## src/rtl/mem_arb_pkg.sv

```systemverilog
// Shared types and default constants for the two-port memory arbiter.
package mem_arb_pkg;

  localparam int unsigned DEF_DATA_WIDTH   = 32;
  localparam int unsigned DEF_ADDR_WIDTH   = 64;
  localparam int unsigned DEF_STARVE_LIMIT = 4;

  typedef enum logic [1:0] {
    GNT_NONE  = 2'd0,
    GNT_FETCH = 2'd1,
    GNT_DATA  = 2'd2
  } gnt_e;

  // Counter width able to hold 0..limit, never narrower than one bit.
  function automatic int unsigned cnt_width(input int unsigned limit);
    return (limit < 1) ? 1 : $clog2(limit + 1);
  endfunction

endpackage

```

## src/rtl/mem_arb_starve_cnt.sv

```systemverilog
// Counts consecutive cycles the fetch port waits; flags when the wait hits the limit.
module mem_arb_starve_cnt
  import mem_arb_pkg::*;
#(
  parameter int unsigned STARVE_LIMIT = DEF_STARVE_LIMIT
) (
  input  logic clk,
  input  logic arstn,
  input  logic f_req,
  input  logic f_ready,
  output logic starved_c
);

  localparam int unsigned CNT_W = cnt_width(STARVE_LIMIT);
  localparam logic [CNT_W-1:0] LIMIT = CNT_W'(STARVE_LIMIT);

  logic [CNT_W-1:0] cnt;

  always_ff @(posedge clk or negedge arstn) begin
    if (!arstn) begin
      cnt <= '0;
    end else if (!f_req || f_ready) begin
      cnt <= '0;
    end else if (cnt != LIMIT) begin
      cnt <= cnt + CNT_W'(1);
    end
  end

  assign starved_c = (cnt == LIMIT);

endmodule

```

## src/rtl/mem_arbiter.sv

```systemverilog
// Fixed-priority (data first) arbiter for fetch/data ports onto one single-port
// memory, with a starvation override for fetch and one-cycle registered responses.
module mem_arbiter
  import mem_arb_pkg::*;
#(
  parameter int unsigned DATA_WIDTH   = DEF_DATA_WIDTH,
  parameter int unsigned ADDR_WIDTH   = DEF_ADDR_WIDTH,
  parameter int unsigned STARVE_LIMIT = DEF_STARVE_LIMIT
) (
  input  logic                  clk,
  input  logic                  arstn,
  input  logic                  f_req,
  input  logic [ADDR_WIDTH-1:0] f_addr,
  output logic                  f_ready,
  output logic                  f_rsp_valid,
  output logic [DATA_WIDTH-1:0] f_rsp_data,
  output logic                  f_rsp_err,
  input  logic                  d_req,
  input  logic                  d_we,
  input  logic [ADDR_WIDTH-1:0] d_addr,
  input  logic [DATA_WIDTH-1:0] d_wdata,
  output logic                  d_ready,
  output logic                  d_rsp_valid,
  output logic [DATA_WIDTH-1:0] d_rsp_data,
  output logic                  d_rsp_err,
  output logic                  mem_write_en,
  output logic [ADDR_WIDTH-1:0] mem_addr,
  output logic [DATA_WIDTH-1:0] mem_write_data,
  input  logic [DATA_WIDTH-1:0] mem_read_data
);

  gnt_e                  gnt_c;
  logic                  starved_c;
  logic                  f_misaligned_c;
  logic                  d_misaligned_c;
  logic [ADDR_WIDTH-1:0] last_addr;

  mem_arb_starve_cnt #(
    .STARVE_LIMIT (STARVE_LIMIT)
  ) u_starve_cnt (
    .clk       (clk),
    .arstn     (arstn),
    .f_req     (f_req),
    .f_ready   (f_ready),
    .starved_c (starved_c)
  );

  // Grant decode; reset gates both readies so nothing is accepted while arstn=0.
  always_comb begin
    gnt_c = GNT_NONE;
    if (arstn) begin
      if (f_req && (!d_req || starved_c)) begin
        gnt_c = GNT_FETCH;
      end else if (d_req) begin
        gnt_c = GNT_DATA;
      end
    end
  end

  assign f_ready        = (gnt_c == GNT_FETCH);
  assign d_ready        = (gnt_c == GNT_DATA);
  assign f_misaligned_c = (f_addr[1:0] != 2'b00);
  assign d_misaligned_c = (d_addr[1:0] != 2'b00);

  // Memory address follows the grant; idle cycles park on the last granted address.
  always_comb begin
    mem_addr = last_addr;
    case (gnt_c)
      GNT_FETCH: mem_addr = f_addr;
      GNT_DATA:  mem_addr = d_addr;
      default:   mem_addr = last_addr;
    endcase
  end

  assign mem_write_en   = d_ready && d_we && !d_misaligned_c;
  assign mem_write_data = d_wdata;

  always_ff @(posedge clk or negedge arstn) begin
    if (!arstn) begin
      last_addr <= '0;
    end else if (gnt_c != GNT_NONE) begin
      last_addr <= mem_addr;
    end
  end

  // Response registers: valid pulses the cycle after accept; data/err hold otherwise.
  always_ff @(posedge clk or negedge arstn) begin
    if (!arstn) begin
      f_rsp_valid <= 1'b0;
      f_rsp_data  <= '0;
      f_rsp_err   <= 1'b0;
      d_rsp_valid <= 1'b0;
      d_rsp_data  <= '0;
      d_rsp_err   <= 1'b0;
    end else begin
      f_rsp_valid <= f_ready;
      d_rsp_valid <= d_ready;
      if (f_ready) begin
        f_rsp_data <= f_misaligned_c ? '0 : mem_read_data;
        f_rsp_err  <= f_misaligned_c;
      end
      if (d_ready) begin
        d_rsp_data <= (d_misaligned_c || d_we) ? '0 : mem_read_data;
        d_rsp_err  <= d_misaligned_c;
      end
    end
  end

endmodule

```

## config.mk

```make
export PLATFORM = sky130hd
export DESIGN_NAME = mem_arbiter
export DESIGN_NICKNAME = d
export VERILOG_FILES = /design/src/rtl/mem_arb_pkg.sv /design/src/rtl/mem_arb_starve_cnt.sv /design/src/rtl/mem_arbiter.sv
export SDC_FILE = /design/constraint.sdc
export NUM_CORES = 1
export LEC_CHECK = 0
export ABC_AREA = 0
export ABC_CLOCK_PERIOD_IN_PS = 3600
export BUFFER_PORTS_ARGS = -buffer_cell sky130_fd_sc_hd__buf_2
export CAP_MARGIN = 15
export CORE_AREA = 2 2 142 144
export CTS_CLUSTER_SIZE = 10
export DETAILED_ROUTE_END_ITERATION = 7
export DIE_AREA = 0 0 144 146
export PLACE_DENSITY = 0.73
export SKIP_LAST_GASP = 1
export SLEW_MARGIN = 0
export SYNTH_ARGS = -nofsm -noshare
export SYNTH_HDL_FRONTEND = slang
export SYNTH_HIERARCHICAL = 1
export SYNTH_SLANG_ARGS = --single-unit
export TNS_END_PERCENT = 100
```

## constraint.sdc

```tcl
create_clock -name clk -period 3.6 [get_ports clk]
set_clock_uncertainty 0.2 [all_clocks]
set_input_delay 0.36 -clock clk [delete_from_list [all_inputs] [get_ports clk]]
set_output_delay 0.36 -clock clk [all_outputs]
set_load 0.02 [all_outputs]
```

==> results.ini, run 1 <==
[sta]
worst_hold_slack_ns=0.0635
min_period_over_period_pct=94.3
worstMarginPinSlew_ns=0.880
max_slew_margin_pct=41.3
finalCriticalPeriod_ns=3.39
setup-tns-final_ns=0
fmax_mhz=295
setup_viol=0
rsz0062_at_grt=false
slew_violations=0
hold_violations=0

[detailed_routing]
drcViolationCount=0
firstDrtPassIters=6
vias_per_cell=4.98
vias=5979
drtIter0Drc=287
ant_nets=0
wire_per_inst_microns=16.6
postRouteWirelength_mm=20.0

[setup_path]
crit_path_start_kind=flop
path_buf_inv=3
path_cells=inv_1, ha_1, and2_2, o211ai_1, ha_2, buf_6, a22oi_1, mux2i_1, buf_2
critPathMaxStageDelay_ns=0.40
critPathCaptureType=output pin
critPathTopFamily=adder cells
cp.arrival_ns=2.83
criticalPathCategory=flop to output pin
cp_slowest_cell=dfrtp_1
worst-path-max-fanout=33
cp.required_ns=3.04

[floorplan]
chipWidth_microns=144
start_util_pct=36.2
row_count=51
die_h_microns=146
core_sq_mm=0.0193
io_pins=364
dieArea_sq_mm=0.0210

[flow_run]
drv_cap=0

[layout]
fill_cells=1776
drive_above_1_share_pct=44.9
finish.utilization_pct=48.7
area_growth_pct=34.5
fin_nets=1125

[clocking]
clk_latency_ns=0.41
cts_max_level=4
cts_made_buffers=17
root_buffer=clkbuf_16
clkSinkCount=135
clk_pin_slew_ns=0.07
max-clock-path-buffers=2
tritoncts=done

[grt]
antenna_found_initial=2
grt_pass1_wl_mm=30.9
grt_pass1_vias=5983
grt_max_degree=72
track_usage_pct=18.8
grt_overflow=0

[synthesis]
yosys.area.top_type_share_pct=48.3
synth_cell_types=31
synthTopCellsByArea=dfrtp_1 (48%), mux2i_1 (9.2%), a22o_1 (8.0%)
avgSynthCellArea_sq_um=10.9
syn_nets=844
yosysMostFrequentCell=dfrtp_1
netlist_area_sq_mm=0.00700
ys_warn_count=6
synthFlopType=dfrtp_1
synth_edf_count=0
synth.ff_latch_count=135
yosysSeqAreaShare_pct=48.3
synthTopCellsByCount=dfrtp_1 (135), inv_1 (67)
synth_top_area_cell=dfrtp_1
synthCells=641
ys_async_sr_fraction_pct=100

[outcome]
status=complete, no violations

[pwr]
p_sw_share_pct=32.8
p_clk_share_pct=36.9
cellLeakagePower_uw=0.00494
sequentialPowerShare_pct=38.2
p_int_uw=3150
vdd.ir_drop.worst_mv=0.302
p_per_area_mw_per_mm2=498
power_uw=4690
p_switching_uw=1540
power_frac_comb_pct=24.9

[placement]
dp_hpwl_mm=13.5
routabilityCongestion=0.754
port_buffers=299

[worst_hold_path]
hold_path_class=input pin to flop

-- cell type report --
class / count / area (sq um) / area share, %
Clock buffer: 17 / 425 / 4.52
Multi-Input combinational cell: 351 / 2830 / 30.1
Inverter: 69 / 259 / 2.75
Antenna cell: 1 / 2.50 / 0.0266
Sequential cell: 135 / 3380 / 35.9
Tap cell: 265 / 332 / 3.52
Timing Repair Buffer: 348 / 2030 / 21.5
Clock inverter: 15 / 161 / 1.71
-- power by group through the flow --
stage | logic [uW] | clock network [uW] | registers [uW]
after detailed placement | 1140 | 0 | 1810
after global routing | 1280 | 1860 | 1810
after CTS | 1170 | 1780 | 1790
after floorplan | 714 | 0 | 1870
after global placement | 1120 | 0 | 1810
final | 1170 | 1730 | 1790
-- worst paths after layout --
check                                                      from                              end  slack, ns  cells after the start
max in group asynchronous                                 arstn        d_rsp_data[9]$_DFFE_PN0N_       1.23                      4
worst min-delay path                                 f_addr[49]        last_addr[49]$_DFFE_PN0P_       0.06                      3
worst min register to register            f_rsp_err$_DFFE_PN0N_            f_rsp_err$_DFFE_PN0N_       0.30                      2
worst max-delay path            u_starve_cnt/cnt[0]$_DFFE_PN0P_                     mem_addr[62]       0.21                      9
worst max register to register  u_starve_cnt/cnt[0]$_DFFE_PN0P_       d_rsp_data[26]$_DFFE_PN0N_       0.66                      9
min in group asynchronous                                 arstn  u_starve_cnt/cnt[0]$_DFFE_PN0P_       0.12                      2
-- repair_timing --
action | in CTS | in global routing
pin swaps | 0 | 2
endpoints found under the setup margin | 1 | 49
gates resized for setup | 1 | 3
setup buffers | 0 | 4
hold buffers | 33 | 0
endpoints found under the hold margin | 67 | 0
-- layout by cell type, fill, tap and decap left out, types with 2 or more instances in the layout --
cell type and instances:
nor2_1 5, nand3_1 3, dfrtp_1 135, buf_6 2
o21ai_2 60, buf_12 5, ha_1 3, inv_6 4
clkinvlp_4 4, and3_1 2, buf_4 9, o21ai_0 64
mux2i_1 64, dlygate4sd3_1 33, ha_2 2, buf_2 298
inv_8 4, o21ai_1 4, inv_2 2, a22o_1 64
a22oi_1 63, clkbuf_16 17, a21oi_1 3, inv_1 67
-- metrics by stage --
stage	cell area, sq um	std cells	setup slack [ns]
6_report	9420	1201	0.205
5_1_grt	9410	1200	0.00952
4_1_cts	9370	1196	0.0555
3_5_place_dp	8450	1131	0.431
3_3_place_gp	8450	1131	0.573
2_1_floorplan	7000	641	0.707
-- cells by family (layout without fill, tap and decap cells) --
logic type                 after synthesis  count (layout)  share of synthesized area, %
muxes                                   64              64                          9.15
buffers and inverters                  155             449                          11.7
other                                    0               1                             0
adders and majority gates                6               6                          1.07
DFF                                    135             135                          48.3
AOI/OAI and AO/OA                      263             263                          28.0
and+or+nand+nor                         18              18                          1.79
-- worst min-delay path: cells and delay by family --
family,cells,cell delay [ns]
buf+inv,1,0.07
compound gates,2,0.19
-- metal layers --
layer | routed length (microns) | up-vias | track usage, %
met5 | 16 | - | 0
met4 | 231 | 2 | 5.29
met3 | 1670 | 15 | 6.38
met2 | 9670 | 257 | 31.5
met1 | 8360 | 2865 | 22.9
li1 | - | 2840 | -
-- flip-flops by register name, indices dropped and copies added, names as in the netlist --
register	flops
last_addr	64
d_rsp_data	32
f_rsp_data	32
u_starve_cnt/cnt	3
d_rsp_err	1
d_rsp_valid	1
f_rsp_err	1
f_rsp_valid	1
No activity file was read; power rests on OpenSTA's default activity.
==> run 2: changes to the inputs <==
- ABC_CLOCK_PERIOD_IN_PS: 3600 -> 3550
- PLACE_DENSITY: 0.73 -> 0.64
- clock period: 3.6 -> 3.55 ns (I/O delays scaled with it)
==> results.ini, run 2 (synthesis results as in run 1) <==
[clocking]
root_buffer=clkbuf_16
clk_pin_slew_ns=0.06
clkSinkCount=135
max-clock-path-buffers=2
clk_latency_ns=0.41
cts_max_level=4
tritoncts=done
cts_made_buffers=17

[floorplan]
row_count=51
io_pins=364
start_util_pct=36.2
dieArea_sq_mm=0.0210
die_h_microns=146
core_sq_mm=0.0193
chipWidth_microns=144

[grt]
grt_pass1_wl_mm=31.2
grt_pass1_vias=6012
track_usage_pct=19.0
grt_max_degree=72
antenna_found_initial=0
grt_overflow=0

[setup_path]
crit_path_start_kind=flop
cp.required_ns=2.99
criticalPathCategory=flop to output pin
worst-path-max-fanout=18
cp.arrival_ns=2.78
critPathCaptureType=output pin

[pwr]
vdd.ir_drop.worst_mv=0.305
cellLeakagePower_uw=0.00495
p_per_area_mw_per_mm2=504

[detailed_routing]
drtIter0Drc=232
vias_per_cell=4.97
postRouteWirelength_mm=20.5
wire_per_inst_microns=17.1
ant_nets=0
vias=5968
drcViolationCount=0
firstDrtPassIters=4

[sta]
min_period_over_period_pct=94.0
finalCriticalPeriod_ns=3.34
setup_viol=0
rsz0062_at_grt=false
hold_violations=0
fmax_mhz=300
worst_hold_slack_ns=0.0615
slew_violations=0
worstMarginPinSlew_ns=0.865
max_slew_margin_pct=42.3
setup-tns-final_ns=0

[layout]
fill_cells=1829
regMostFlops=last_addr
largest_register_ffs=64
largestRegisters=last_addr: 64 flops, d_rsp_data: 32 flops, f_rsp_data: 32 flops
area_growth_pct=34.8
drive_above_1_share_pct=45.0
fin_nets=1126
layout_common_cells=buf_2 (298), dfrtp_1 (135), inv_1 (67)
final_common_cell=buf_2
n_antenna_cell=0

[placement]
routabilityCongestion=0.731
port_buffers=299
dp_hpwl_mm=14.0

[worst_hold_path]
hold_path_class=input pin to flop

[flow_run]
drv_cap=0

[outcome]
status=complete, no violations

run 2: cell count changes in the layout (fill, tap and decap cells not counted), sizes merged:
| cell | previous run | this run |
|---|---|---|
| diode | 1 | 0 |
| clkbuf | 17 | 18 |
| clkinvlp | 4 | 3 |
| buf | 315 | 316 |
run 2: worst max-delay path, stage by stage (launching register included):
cell and delay (ns):
dfrtp_1 0.38, inv_1 0.06, ha_1 0.25, and2_2 0.23, o211a_1 0.26, ha_4 0.51
buf_4 0.26, mux2i_1 0.20, buf_2 0.21
run 2: final timing paths:
path,from,end,slack (ns),depth (start not counted)
setup / recovery,u_starve_cnt/cnt[0]$_DFFE_PN0P_,mem_addr[1],0.21,8
hold / removal,f_addr[16],last_addr[16]$_DFFE_PN0P_,0.06,3
setup reg to reg,u_starve_cnt/cnt[0]$_DFFE_PN0P_,d_rsp_data[18]$_DFFE_PN0N_,0.66,9
hold reg to reg,d_rsp_data[16]$_DFFE_PN0N_,d_rsp_data[16]$_DFFE_PN0N_,0.31,1
max in group asynchronous,arstn,f_rsp_data[14]$_DFFE_PN0N_,1.19,4
min in group asynchronous,arstn,last_addr[51]$_DFFE_PN0P_,0.58,3
run 2: stage by stage:
stage          cells  utilization (%)  cell area (sq um)  power, uW  setup slack (ns)
2_1_floorplan    641                -               7000       2630             0.662
3_3_place_gp    1133             43.9               8490       3000             0.525
3_5_place_dp    1133             43.9               8490       3020             0.482
4_1_cts         1198             48.6               9400       4810            0.0132
5_1_grt         1201             48.8               9430       5010           0.00886
6_report        1201             48.8               9430       4760             0.215
run 2: what timing repair did:
action	4_1_cts	5_1_grt
resized for setup	0	1
setup buffers	0	3
hold buffers	33	0
setup endpoints to repair	0	46
endpoints found under the hold margin	128	0
run 2: layout make-up:
| class | instances | area, sq um | area share, % |
|---|---|---|---|
| Sequential cell | 135 | 3380 | 35.8 |
| Multi-Input combinational cell | 351 | 2830 | 30.0 |
| Timing Repair Buffer | 349 | 2060 | 21.8 |
| Clock buffer | 18 | 439 | 4.66 |
| Tap cell | 265 | 332 | 3.52 |
| Inverter | 69 | 259 | 2.75 |
| Clock inverter | 14 | 139 | 1.47 |
run 2: power by group:
group          internal (uW)  total (uW)  switching (uW)
registers               1720        1810            92.1
logic                    483        1200             718
clock network           1000        1740             739
total                   3210        4760            1550
run 2: routing by layer:
layer	part of all wire, %	routed length (microns)	up-vias	track usage [%]
li1	-	-	2829	-
met1	44	8960	2867	24.6
met2	47	9610	253	30.3
met3	8.4	1720	19	6.22
met4	1.2	254	0	5.93
met5	0	0	-	0
==> run 3: changes to the inputs <==
--- a/config.mk
+++ b/config.mk
@@ -8,11 +8,11 @@
 export ABC_AREA = 0
 export ABC_CLOCK_PERIOD_IN_PS = 3550
-export BUFFER_PORTS_ARGS = -buffer_cell sky130_fd_sc_hd__buf_2
 export CAP_MARGIN = 15
-export CORE_AREA = 2 2 142 144
+export CORE_AREA = 2 2 140 142
 export CTS_CLUSTER_SIZE = 10
 export DETAILED_ROUTE_END_ITERATION = 7
-export DIE_AREA = 0 0 144 146
-export PLACE_DENSITY = 0.64
+export DIE_AREA = 0 0 142 144
+export DONT_BUFFER_PORTS = 1
+export PLACE_DENSITY = 0.49
 export SKIP_LAST_GASP = 1
 export SLEW_MARGIN = 0
==> constraint.sdc (replaced) <==
create_clock -name clk -period 3.55 [get_ports clk]
set_clock_uncertainty 0.2 [all_clocks]
set_input_delay 0.71 -clock clk [delete_from_list [all_inputs] [get_ports clk]]
set_output_delay 0.71 -clock clk [all_outputs]
set_load 0.02 [all_outputs]
==> results.ini, run 3 (synthesis results as in run 1) <==
[clocking]
clk_latency_ns=0.40
clkSinkCount=135
tritoncts=done
cts_max_level=4
cts_made_buffers=17
clk_pin_slew_ns=0.06
max-clock-path-buffers=2
root_buffer=clkbuf_16

[placement]
dp_hpwl_mm=12.8
dp_slack_ns=0.227
port_buffers=0
routabilityCongestion=0.746
postPlaceCellArea_sq_mm=0.00744

[grt]
grt_overflow=0
antenna_found_initial=1
grt_pass1_vias=5228
grt_max_degree=140
track_usage_pct=18.6
grt_pass1_wl_mm=29.1

[pwr]
p_per_area_mw_per_mm2=551
power_uw=4750
vdd.ir_drop.worst_mv=0.298
cellLeakagePower_uw=0.00396

[sta]
hold_violations=135
slew_violations=0
rsz0062_at_grt=true
setup_viol=0
finalCriticalPeriod_ns=3.48
worst_hold_slack_ns=-0.208
setup_slack_ns=0.0738
setup-tns-final_ns=0
worstMarginPinSlew_ns=0.626
max_slew_margin_pct=58.2
fmax_mhz=288
min_period_over_period_pct=97.9

[floorplan]
dieArea_sq_mm=0.0204
start_util_pct=36.7
row_count=51
chipWidth_microns=142
io_pins=364
core_sq_mm=0.0191
die_h_microns=144

[detailed_routing]
ant_nets=0
wire_per_inst_microns=21.1
postRouteWirelength_mm=19.4
vias=5089
firstDrtPassIters=4
drcViolationCount=0
vias_per_cell=5.52
drtIter0Drc=249

[worst_hold_path]
hold_path_class=input pin to async pin

[outcome]
status=finished with violations
violations=hold timing

[setup_path]
path_common_cell=ha_4
cp_slowest_cell=dfrtp_1
critPathMaxStageDelay_ns=0.40
crit_path_start_kind=flop
cp.required_ns=2.64
worst-path-max-fanout=24
path_cells=inv_2, ha_4, and2_2, nand2_1, and3_1, ha_4, clkbuf_16, a22oi_2, mux2i_1, buf_4
critPathCaptureType=output pin
criticalPathCategory=flop to output pin
cp.arrival_ns=2.57

[layout]
largest_register_ffs=64
postLayoutCellArea_sq_mm=0.00863
area_growth_pct=23.3
fin_nets=873
largestRegisters=last_addr: 64 flops, d_rsp_data: 32 flops, f_rsp_data: 32 flops
drive_above_1_share_pct=38.1
fill_cells=1733
regMostFlops=last_addr
layout_common_cells=dfrtp_1 (135), buf_4 (81), inv_1 (66)
final_common_cell=dfrtp_1

[flow_run]
drv_cap=0

==> run 3: cell types whose count changed in the layout (fill, tap and decap cells not counted), moves of 3 or more <==
cell	delta
a22oi_1	-54
a22oi_2	+54
buf_2	-298
buf_4	+73
clkbuf_16	+3
dlygate4sd3_1	-33
inv_6	-4
mux2i_1	-3
==> run 3: cell type report <==
cell class	instances	area [sq um]	share of cell area, %
clock inverter	13	160	1.86
tap	238	298	3.45
multi-input combinational	351	3160	36.6
timing repair buffer	96	928	10.8
inverter	69	259	3.00
antenna	1	2.50	0.0290
clock buffer	19	443	5.13
sequential	135	3380	39.2
==> run 3: routing by layer <==
metal / vias up / GRT usage [%] / wire length [microns]
met5: - / 0 / 0
met4: 0 / 4.63 / 145
met3: 13 / 8.48 / 1890
met2: 245 / 30.5 / 9500
met1: 2503 / 22.2 / 7900
li1: 2328 / - / -
==> run 3: where the power goes <==
group | internal, uW | switching (uW)
clock network | 1080 | 711
registers | 1720 | 185
logic | 484 | 576
total | 3280 | 1470
==> run 3: path summary, 6_finish.rpt <==
path                                            startpoint                         end  slack (ns)  cells after the start
max in group asynchronous                            arstn  f_rsp_data[23]$_DFFE_PN0N_        3.15                      0
setup / recovery           u_starve_cnt/cnt[0]$_DFFE_PN0P_                mem_addr[41]        0.07                     10
min in group clk                         mem_read_data[10]  f_rsp_data[10]$_DFFE_PN0N_        0.23                      1
setup reg to reg           u_starve_cnt/cnt[0]$_DFFE_PN0P_   last_addr[13]$_DFFE_PN0P_        0.83                     10
hold / removal                                       arstn   last_addr[22]$_DFFE_PN0P_       -0.21                      0
hold reg to reg                  last_addr[30]$_DFFE_PN0P_   last_addr[30]$_DFFE_PN0P_        0.32                      2
==> run 3: timing repair <==
action / 4_1_cts / 5_1_grt
gates resized for setup: 19 / 57
hold endpoints to repair: 135 / 135
setup buffers: 8 / 3
gates cloned: 2 / 3
setup endpoints to repair: 64 / 64
pin swaps: 2 / 12
==> run 3: metrics by stage <==
stage / hold slack, ns / cells / util, %
3_3_place_gp: 0.218 / 874 / 39.0
6_report: -0.208 / 922 / 45.2
4_1_cts: -0.227 / 916 / 43.3
5_1_grt: -0.240 / 921 / 45.2
2_1_floorplan: 0.214 / 641 / -
3_5_place_dp: 0.220 / 874 / 39.0
==> run 3: worst max-delay path, delay by kind of cell (launching register included) <==
kind / cells / cell delay, ns
fa+ha+maj: 2 / 0.41
simple gates: 3 / 0.56
flops: 1 / 0.40
compound gates: 1 / 0.12
buf+inv: 3 / 0.48
mux: 1 / 0.19
